### src/rtl/down_counter_pkg.sv
// Shared types and constants for the loadable down-counter/timer.
package down_counter_pkg;

  // Controller states: waiting for a load, counting down, finished one-shot.
  typedef enum logic [1:0] {
    IDLE = 2'd0,
    RUN  = 2'd1,
    DONE = 2'd2
  } state_t;

  // Default counter / load-value width.
  localparam int DEFAULT_WIDTH = 8;

endpackage : down_counter_pkg

### src/rtl/down_counter.sv
// Loadable down-counter/timer. It loads a start value and decrements once per
// enabled cycle while running. On the 1 -> terminal step it emits a
// single-cycle expired pulse. It then either reloads the captured start value
// or parks at zero in DONE.
module down_counter
  import down_counter_pkg::*;
#(
  parameter int WIDTH = DEFAULT_WIDTH
) (
  input  logic             clock,
  input  logic             reset_n,
  input  logic             load,
  input  logic [WIDTH-1:0] load_value,
  input  logic             count,
  input  logic             auto_reload,
  input  logic             stop,
  output logic [WIDTH-1:0] data_o,
  output logic             zero_o,
  output logic             expired_o,
  output logic             busy_o
);

  localparam logic [WIDTH-1:0] ONE  = WIDTH'(1);
  localparam logic [WIDTH-1:0] ZERO = '0;

  state_t           state_reg,   state_next;
  logic [WIDTH-1:0] data_reg,    data_next;
  logic [WIDTH-1:0] reload_reg,  reload_next;
  logic             expired_reg, expired_next;

  // Next-state logic. Priority: load > stop > terminal count > decrement > hold.
  always_comb begin
    state_next   = state_reg;
    data_next    = data_reg;
    reload_next  = reload_reg;
    expired_next = 1'b0;

    if (load) begin
      // A zero load leaves nothing to count, so it stays idle without a pulse.
      data_next   = load_value;
      reload_next = load_value;
      state_next  = (load_value != ZERO) ? RUN : IDLE;
    end else if (stop) begin
      data_next  = ZERO;
      state_next = IDLE;
    end else if (state_reg == RUN && count) begin
      if (data_reg == ONE) begin
        expired_next = 1'b1;
        if (auto_reload) begin
          data_next  = reload_reg;
          state_next = RUN;
        end else begin
          data_next  = ZERO;
          state_next = DONE;
        end
      end else if (data_reg > ONE) begin
        // The guard keeps the counter from wrapping if RUN is ever seen at zero.
        data_next = data_reg - ONE;
      end
    end
  end

  // State, counter, reload value and expired pulse registers.
  always_ff @(posedge clock or negedge reset_n) begin
    if (!reset_n) begin
      state_reg   <= IDLE;
      data_reg    <= ZERO;
      reload_reg  <= ZERO;
      expired_reg <= 1'b0;
    end else begin
      state_reg   <= state_next;
      data_reg    <= data_next;
      reload_reg  <= reload_next;
      expired_reg <= expired_next;
    end
  end

  assign data_o    = data_reg;
  assign zero_o    = (data_reg == ZERO);
  assign expired_o = expired_reg;
  assign busy_o    = (state_reg == RUN);

endmodule : down_counter

### config.mk
export PLATFORM = sky130hd
export DESIGN_NAME = down_counter
export DESIGN_NICKNAME = d
export VERILOG_FILES = /design/src/rtl/down_counter_pkg.sv /design/src/rtl/down_counter.sv
export SDC_FILE = /design/constraint.sdc
export NUM_CORES = 1
export LEC_CHECK = 0
export BUFFER_PORTS_ARGS = -buffer_cell sky130_fd_sc_hd__buf_2
export CAP_MARGIN = 0
export CORE_MARGIN = 4
export CORE_UTILIZATION = 45
export CTS_BUF_LIST = sky130_fd_sc_hd__clkbuf_8
export DETAILED_ROUTE_END_ITERATION = 7
export PLACE_DENSITY_LB_ADDON = 0.2
export SLEW_MARGIN = 10
export SYNTH_ARGS = -nofsm -noshare
export SYNTH_HDL_FRONTEND = slang
export SYNTH_SLANG_ARGS = --single-unit
### constraint.sdc
create_clock -name clock -period 2.18 [get_ports clock]
set_input_delay 0.436 -clock clock [delete_from_list [all_inputs] [get_ports clock]]
set_output_delay 0.436 -clock clock [all_outputs]
set_load 0.1 [all_outputs]
==> impl_metrics.toml <==
[routing]
first_pass_iters = 5
ant_nets = 0
routed_wl_um = 3190
via_count = 1152
routed_via_density = 6.10
drt-wirelength-per-cell_um = 16.9
initialDrtViolationCount = 57
drc = 0

[timing]
finalHoldViolCount = 0
finalCritPeriodShare_pct = 96.4
fin_skew_ns = 0.00286
tns_ns = 0
finalSetupViolCount = 0
fin_crit_ns = 2.10
tightestPinTransition_ns = 0.486
final-max-slew-violation-count = 0
rsz0062_at_grt = "false"
fin_hold_ws_ns = 0.119
max_freq_mhz = 476
maxSlewHeadroom_pct = 67.8

[die]
coreArea_um2 = 2480
start_util_pct = 47.5
dieArea_um2 = 3500
ioPinCount = 25
rows = 18
die_y_um = 59.2
die_w_um = 59.2

[power]
finalPower_uw = 1120
irDropWorstVdd_v = 0.000466
powerDensity_nw_per_um2 = 772
leakage_uw = 0.000643

[synth]
yosys_warnings = 0
netlist_area_um2 = 1180
synth_edf_count = 0
synth.distinct_cells = 40
async_flop_share_pct = 100
syn_inst = 130
ys_seq_area_share_pct = 40.4
synth_seq_cells = 19
synth_flop_cell = "dfrtp_1"
avgSynthCellArea_um2 = 9.06
syn-num-nets = 147

[cts]
clock_latency_ns = 0.25
cts_root_buffer = "clkbuf_8"
cts_buffers = 3
cts.sinks = 19
postCtsHoldBufs = 0
postCtsSetupRepairBufs = 0
h-tree-depth = 1
ctsLongestPathBuffers = 2
cts.reportedPaths.clkPinSlew_ns = 0.07
tritoncts = "built"

[critical_path]
reg2reg_slack_ns = 0.08
cp-end-kind = "register"
arrival_ns = 2.24
worstSetupPathType = "register to register"
crit_required_ns = 2.32
startpoint_type = "register"
crit_chain = "inv_1 > ha_4 > or3b_2 > o21ai_4 > o221ai_1 > mux2_2"
critPathMaxFanout = 8
critPathMaxStageDelay_ns = 0.52
critical_path.slowest_cell = "or3b_2"
r2r_start = "data_o[1]"
cp-startpoint = "data_o[1]"

[run_status]
status = "completed"

[final_layout]
drive_above_1_share_pct = 34.6
area_growth_pct = 23.7
num_antenna_cells = 0
num-nets-final = 177
finish.utilization_pct = 58.8
fin_cells = 189

[place]
gp_congestion = 0.900
dp_cells = 185
port_buffers = 24
dp_hpwl_um = 2420

[grt]
grt_usage_pct = 19.7
grt_pass1_vias = 1151
antenna_found_initial = 0
grt_start_max_net_pins = 21
overflow = 0
grt_pass1_wl_um = 5190

[hold_path]
hold_class = "input pin to async pin"

[flow_run]
max-cap-violations = 0
-- critical path, delay by kind of cell, from the launching register on --
family / cells / cell delay (ns)
AO/OA/AOI/OAI: 2 / 0.36
adder cells (fa/ha/maj): 1 / 0.19
buffers and inverters: 1 / 0.15
flip-flops: 1 / 0.50
multiplexers: 1 / 0.27
AND/OR/NAND/NOR: 1 / 0.52
-- cell usage in the layout, fill, tap and decap left out, drive strengths merged, types with 2 or more instances in the layout --
cell type | synthesis | routed
buf | 2 | 30
dfrtp | 19 | 19
o21ai | 15 | 15
nand2 | 14 | 14
inv | 12 | 13
a31oi | 6 | 6
nor2 | 4 | 4
nor3 | 4 | 4
or4 | 4 | 4
nand3 | 3 | 3
o221ai | 3 | 3
or3 | 3 | 3
o211ai | 3 | 3
clkbuf | 3 | 3
ha | 3 | 3
nand2b | 2 | 2
mux2 | 2 | 2
o2111ai | 2 | 2
o221a | 2 | 2
or4b | 2 | 2
nand4 | 2 | 2
o22ai | 2 | 2
a22o | 2 | 2
nor2b | 2 | 2
-- per-stage QoR --
| step | instance area [um2] | worst slack (ns) |
|---|---|---|
| after CTS | 1450 | 0.0476 |
| after global routing | 1460 | 0.0164 |
| after detailed placement | 1400 | 0.0572 |
| final | 1460 | 0.0776 |
| after floorplan | 1200 | -0.135 |
| after global placement | 1400 | 0.123 |
-- area by class of cell --
class / count / area [um2]
inverter: 12 / 45.0
tap: 30 / 37.5
clock buffer: 3 / 41.3
fill: 243 / 1020
timing repair buffer: 30 / 180
multi-input combinational: 94 / 659
clock inverter: 1 / 3.75
sequential: 19 / 489
-- kinds of logic after synthesis --
kind of cell,Yosys count,synth area share (%)
AND/OR/NAND/NOR,47,24.1
AO/OA/AOI/OAI,42,24.8
flip-flops,19,40.4
buffers and inverters,17,5.63
adder cells (fa/ha/maj),3,3.19
multiplexers,2,1.91
-- path summary, 6_finish.rpt --
check / endpoint / cells after the start
setup / recovery: data_o[0] / 6
hold / removal: data_o[6] / 1
setup reg to reg: data_o[0] / 6
hold reg to reg: reload_reg[1] / 2
max in group asynchronous: data_o[1] / 1
min in group clock: reload_reg[0] / 3
-- cell usage after synthesis, drive strengths merged (3+ instances only) --
cell / n / share of area (%)
ha: 3 / 3.2
or3: 3 / 1.6
nor3: 4 / 1.7
o221ai: 3 / 2.2
a31oi: 6 / 3.2
o21ai: 15 / 6.7
nor2: 4 / 1.3
o211ai: 3 / 1.9
or4: 4 / 3.2
nand2: 14 / 4.5
nand3: 3 / 1.3
inv: 12 / 3.8
dfrtp: 19 / 40
clkbuf: 3 / 0.96
-- per-layer routing --
layer	vias to the layer above	global-route usage (%)	share of wire [%]
met5	-	0	0
met4	0	6.80	0.60
met3	2	3.05	7.0
met2	51	33.8	48
met1	550	25.0	44
li1	549	-	-
-- where the power goes --
group	total (uW)	switching [uW]	internal [uW]
Clock	238	113	125
Combinational	444	311	133
Sequential	443	51.2	392
Total	1120	474	650
-- timing repair --
action,in CTS,in global routing
setup endpoints to repair,0,4
hold endpoints to repair,0,0
gates resized for setup,0,1
Power figures use the tool's default switching activity.
